$ cat src/rtl/dmem_chk_pkg.sv
// Shared types, parameters and index decode for the data-memory result checker.
// The class map mirrors the test program layout in data memory.
package dmem_chk_pkg;

  localparam int          NOP_TIMEOUT = 9;
  localparam int          WATCHDOG    = 500;
  localparam int          NUM_WORDS   = 75;
  localparam int          NUM_CLASSES = 11;
  localparam logic [31:0] REF_OFFSET  = 32'h0000_3000;

  typedef enum logic [1:0] {
    RUN   = 2'd0,
    SCAN  = 2'd1,
    DRAIN = 2'd2,
    DONE  = 2'd3
  } state_e;

  typedef enum logic [3:0] {
    LDST = 4'd0,
    ADD  = 4'd1,
    ADDI = 4'd2,
    SUB  = 4'd3,
    SLT  = 4'd4,
    SLTI = 4'd5,
    BEQ  = 4'd6,
    BNE  = 4'd7,
    JUMP = 4'd8,
    JAL  = 4'd9,
    JR   = 4'd10,
    NONE = 4'd15
  } class_e;

  function automatic class_e idx2class(input logic [6:0] idx);
    class_e c;
    case (idx)
      7'd3, 7'd4, 7'd6:                                   c = LDST;
      7'd7, 7'd8, 7'd9, 7'd10:                            c = ADD;
      7'd48, 7'd49, 7'd50, 7'd51, 7'd52:                  c = ADDI;
      7'd15, 7'd16, 7'd17, 7'd18:                         c = SUB;
      7'd19, 7'd20:                                       c = SLT;
      7'd43, 7'd44, 7'd45, 7'd46, 7'd47:                  c = SLTI;
      7'd11, 7'd12, 7'd13, 7'd14, 7'd21, 7'd57, 7'd58:    c = BEQ;
      7'd22, 7'd23, 7'd24, 7'd25, 7'd26:                  c = BNE;
      7'd27, 7'd28, 7'd29, 7'd30, 7'd31, 7'd59, 7'd60:    c = JUMP;
      7'd32, 7'd33, 7'd34, 7'd35, 7'd36, 7'd37, 7'd38,
      7'd40, 7'd41, 7'd42:                                c = JAL;
      7'd39, 7'd53, 7'd54, 7'd55, 7'd56:                  c = JR;
      default:                                            c = NONE;
    endcase
    return c;
  endfunction

  // These words hold return addresses that land in memory with a fixed base.
  function automatic logic offset_idx(input logic [6:0] idx);
    return (idx == 7'd34) || (idx == 7'd38) || (idx == 7'd41) || (idx == 7'd52);
  endfunction

endpackage

$ cat src/rtl/dmem_chk_tally.sv
// Per-class 4-bit pass counters with a combinational sum of all tallies.
module dmem_chk_tally
  import dmem_chk_pkg::*;
(
  input  logic        clk,
  input  logic        rst_n,
  input  logic        inc_vld_i,
  input  logic [3:0]  inc_cls_i,
  output logic [43:0] pass_cnt_o,
  output logic [6:0]  total_pass_o
);

  logic [3:0] cnt_q [NUM_CLASSES];

  // NONE (15) never matches a counter slot, so it is silently dropped.
  always_ff @(posedge clk or negedge rst_n) begin
    if (!rst_n) begin
      for (int k = 0; k < NUM_CLASSES; k++) cnt_q[k] <= 4'd0;
    end else if (inc_vld_i) begin
      for (int k = 0; k < NUM_CLASSES; k++) begin
        if (inc_cls_i == 4'(k)) cnt_q[k] <= cnt_q[k] + 4'd1;
      end
    end
  end

  always_comb begin
    pass_cnt_o   = '0;
    total_pass_o = '0;
    for (int k = 0; k < NUM_CLASSES; k++) begin
      pass_cnt_o[4*k +: 4] = cnt_q[k];
      total_pass_o         = total_pass_o + 7'(cnt_q[k]);
    end
  end

endmodule

$ cat config.mk
export PLATFORM = sky130hd
export DESIGN_NAME = dmem_chk_tally
export DESIGN_NICKNAME = d
export VERILOG_FILES = /design/src/rtl/dmem_chk_pkg.sv /design/src/rtl/dmem_chk_tally.sv
export SDC_FILE = /design/constraint.sdc
export NUM_CORES = 1
export LEC_CHECK = 0
export CAP_MARGIN = 20
export CORE_ASPECT_RATIO = 0.75
export CORE_MARGIN = 2
export CORE_UTILIZATION = 30
export CTS_CLUSTER_SIZE = 16
export DETAILED_ROUTE_END_ITERATION = 8
export HOLD_SLACK_MARGIN = 0.02
export PLACE_DENSITY_LB_ADDON = 0.08
export SETUP_SLACK_MARGIN = 0.2
export SLEW_MARGIN = 25
export SYNTH_ARGS = -nofsm -noshare
export SYNTH_HDL_FRONTEND = slang
export SYNTH_SLANG_ARGS = --single-unit
$ cat constraint.sdc
create_clock -name clk -period 5.8 [get_ports clk]
set_clock_uncertainty 0.15 [all_clocks]
set_input_delay 0.87 -clock clk [delete_from_list [all_inputs] [get_ports clk]]
set_output_delay 0.87 -clock clk [all_outputs]
set_load 0.1 [all_outputs]
==> flow_summary.yaml <==
logic_synthesis:
  syn_inst: 271
  synthSimpleGateAreaFrac: 0.120
  avgSynthCellArea_um2: 11.7
  ys_seq_elements: 44
  ys_types: 28
  synth_top_family_by_area: "adder cells"
  synth-xor-area-share: 0.0998
  yosys.area_share.adder: 0.299
  syn_nets: 333
  ys_warn_count: 0
  synth_top_area_frac: 0.349
  netlist_area_um2: 3160
  synth-compound-area-share: 0.00792
  netlist_top_cells_area: "dfrtp_1 35%, fa_1 22%, ha_1 8.3%, inv_1 7.4%, xnor2_1 6.9%"
  muxShareOfSynthArea: 0.0428
  post-synth-top-area-cell: "dfrtp_1"
  yosysSeqAreaShare: 0.349
worst_setup_path:
  ff2ff_path_depth: 3
  cp.arrival_ns: 4.59
  cp.required_ns: 4.78
  cp-start-kind: "flop"
  cp-end-kind: "output pin"
  r2r_end: "pass_cnt_o[9]"
  r2r_setup_slack_ns: 4.37
  r2r-start: "pass_cnt_o[9]"
  worstSetupPathType: "reg -> out"
  crit_fanout: 2
clock_network:
  clockRootBuffer: "clkbuf_16"
  clk_latency_ns: 0.28
  cts_made_buffers: 5
  postCtsHoldBufs: 0
  path_clk_slew_ns: 0.06
  cts_tree: "yes"
  cts.sinks: 44
  htreeDepth: 2
  ctsLongestPathBuffers: 2
final_layout:
  final_cell_mix: "55 x inv_1, 50 x clkdlybuf4s50_1, 33 x fa_1, 23 x xnor2_1"
  largest_register_ffs: 44
  drive_gt1_frac: 0.275
  diodes: 0
  nNetsFinal: 403
  final_common_cell: "inv_1"
  finish.utilization: 0.418
  syn2layout_area_growth_pct: 35.5
detailed_routing:
  viasPerCell: 4.30
  first_pass_iters: 4
  ant_nets: 0
  route.met3.wl_um: 392
  wl_met1_um: 3890
  detail_route.iter0.violations: 97
  route.final.wire_length_um: 7460
  wl_met2_um: 3120
  maxUsedRoutingLayer: "met4"
  num_vias: 2056
  wl_per_cell_um: 15.6
  drc: 0
global_routing:
  grt_pass1_vias: 2122
  grt_util_all_layers: 0.144
  grt_max_degree: 45
  globalRouteOverflowTotal: 0
  grt_pass1_wl_um: 12000
  antenna_found_initial: 0
floorplan:
  fp.dieW_um: 122
  fp.coreArea_um2: 10200
  ioPinCount: 58
  initial_utilization: 0.308
  die_area_um2: 11400
  rows: 32
  die_h_um: 92.9
hold_path:
  holdPathEnd: "pass_cnt_o[27]"
  hp-start: "pass_cnt_o[27]"
  hold_depth: 1
  hp-class: "reg -> reg"
placement:
  hpwl_um: 5900
  globalplace.congestion: 0.780
  numPortBuffers: 57
timing:
  setup_viol: 0
  hold_viol: 0
  fin_worst_hold_slack_ns: 0.352
  rsz0062_at_grt: "yes"
  worst_pin_slew_ns: 1.02
  drv_slew: 0
  max_freq_mhz: 178
  min_period_ns: 5.61
  post-route-period-util: 0.967
  maxSlewHeadroom: 0.317
  tns_ns: 0
status:
  status: "complete, no violations"
job:
  max_cap_violations: 0
[per-layer routing]
layer / vias up / GRT usage
met3: 6 / 0.0363
met4: 0 / 0.0287
li1: 981 / -
met2: 47 / 0.188
met1: 1022 / 0.231
met5: - / 0
[stage by stage]
stage	std cells	worst slack, ns	cell area (µm²)
after floorplan	271	0.206	3320
after global placement	462	0.309	4070
after detailed placement	462	0.286	4070
after CTS	478	0.139	4280
after global routing	478	0.0482	4280
final	478	0.189	4280
[synth_stat cells]
| master | n |
|---|---|
| a21o_1 | 2 |
| a21oi_1 | 2 |
| and3_1 | 10 |
| and3_2 | 1 |
| and3b_2 | 2 |
| and4bb_2 | 1 |
| buf_4 | 2 |
| buf_6 | 1 |
| dfrtp_1 | 44 |
| fa_1 | 34 |
| ha_1 | 21 |
| inv_1 | 62 |
| mux2_2 | 8 |
| mux2_4 | 3 |
| nand2_1 | 3 |
| nand2_4 | 3 |
| nand2b_1 | 2 |
| nand3_1 | 14 |
| nand3b_1 | 2 |
| nand4_1 | 2 |
| nand4b_1 | 1 |
| nor2_1 | 6 |
| nor2_8 | 1 |
| nor2b_4 | 2 |
| nor3_1 | 5 |
| nor3b_4 | 1 |
| xnor2_1 | 25 |
| xor2_1 | 11 |
[kinds of logic after synthesis]
family,Yosys count
buf+inv,65
simple gates,56
fa+ha+maj,55
flops,44
xor+xnor,36
mux,11
compound gates,4
[final cells by class]
class | instances | area (µm²)
clock buffers | 8 | 146
fillers | 1029 | 5970
inverters | 62 | 235
multi-input cells | 162 | 1880
flip-flops and latches | 44 | 1190
well taps | 136 | 170
repair buffers | 66 | 668
[worst max path at each step]
stage	start	to	slack (ns)	depth (start not counted)
2_1_floorplan	pass_cnt_o[17]	total_pass_o[6]	0.21	12
3_3_place_gp	pass_cnt_o[3]	total_pass_o[6]	0.31	14
3_5_place_dp	pass_cnt_o[5]	total_pass_o[6]	0.29	13
4_1_cts	pass_cnt_o[18]	total_pass_o[6]	0.14	15
5_1_grt	pass_cnt_o[18]	total_pass_o[6]	0.05	15
6_report	pass_cnt_o[18]	total_pass_o[6]	0.19	15
[critical path: stages (launching register included)]
cell and delay [ns]:
dfrtp_4 0.41, inv_2 0.04, fa_1 0.52, inv_1 0.05, fa_1 0.56, fa_1 0.43, fa_1 0.49, inv_1 0.05
fa_1 0.47, inv_1 0.04, ha_2 0.19, fa_2 0.36, a21o_1 0.19, a21oi_4 0.18, xnor2_4 0.14, buf_12 0.19
[what timing repair did]
item                                    in CTS  in global routing
gates cloned                                 0                  0
endpoints found under the setup margin       2                  2
buffers inserted                             8                  0
pin swaps                                   10                  1
resized for setup                            2                  0
Power is left out: the tool's default activity adds up to more than one toggle a clock period on the data nets, which glitch-free logic cannot reach.
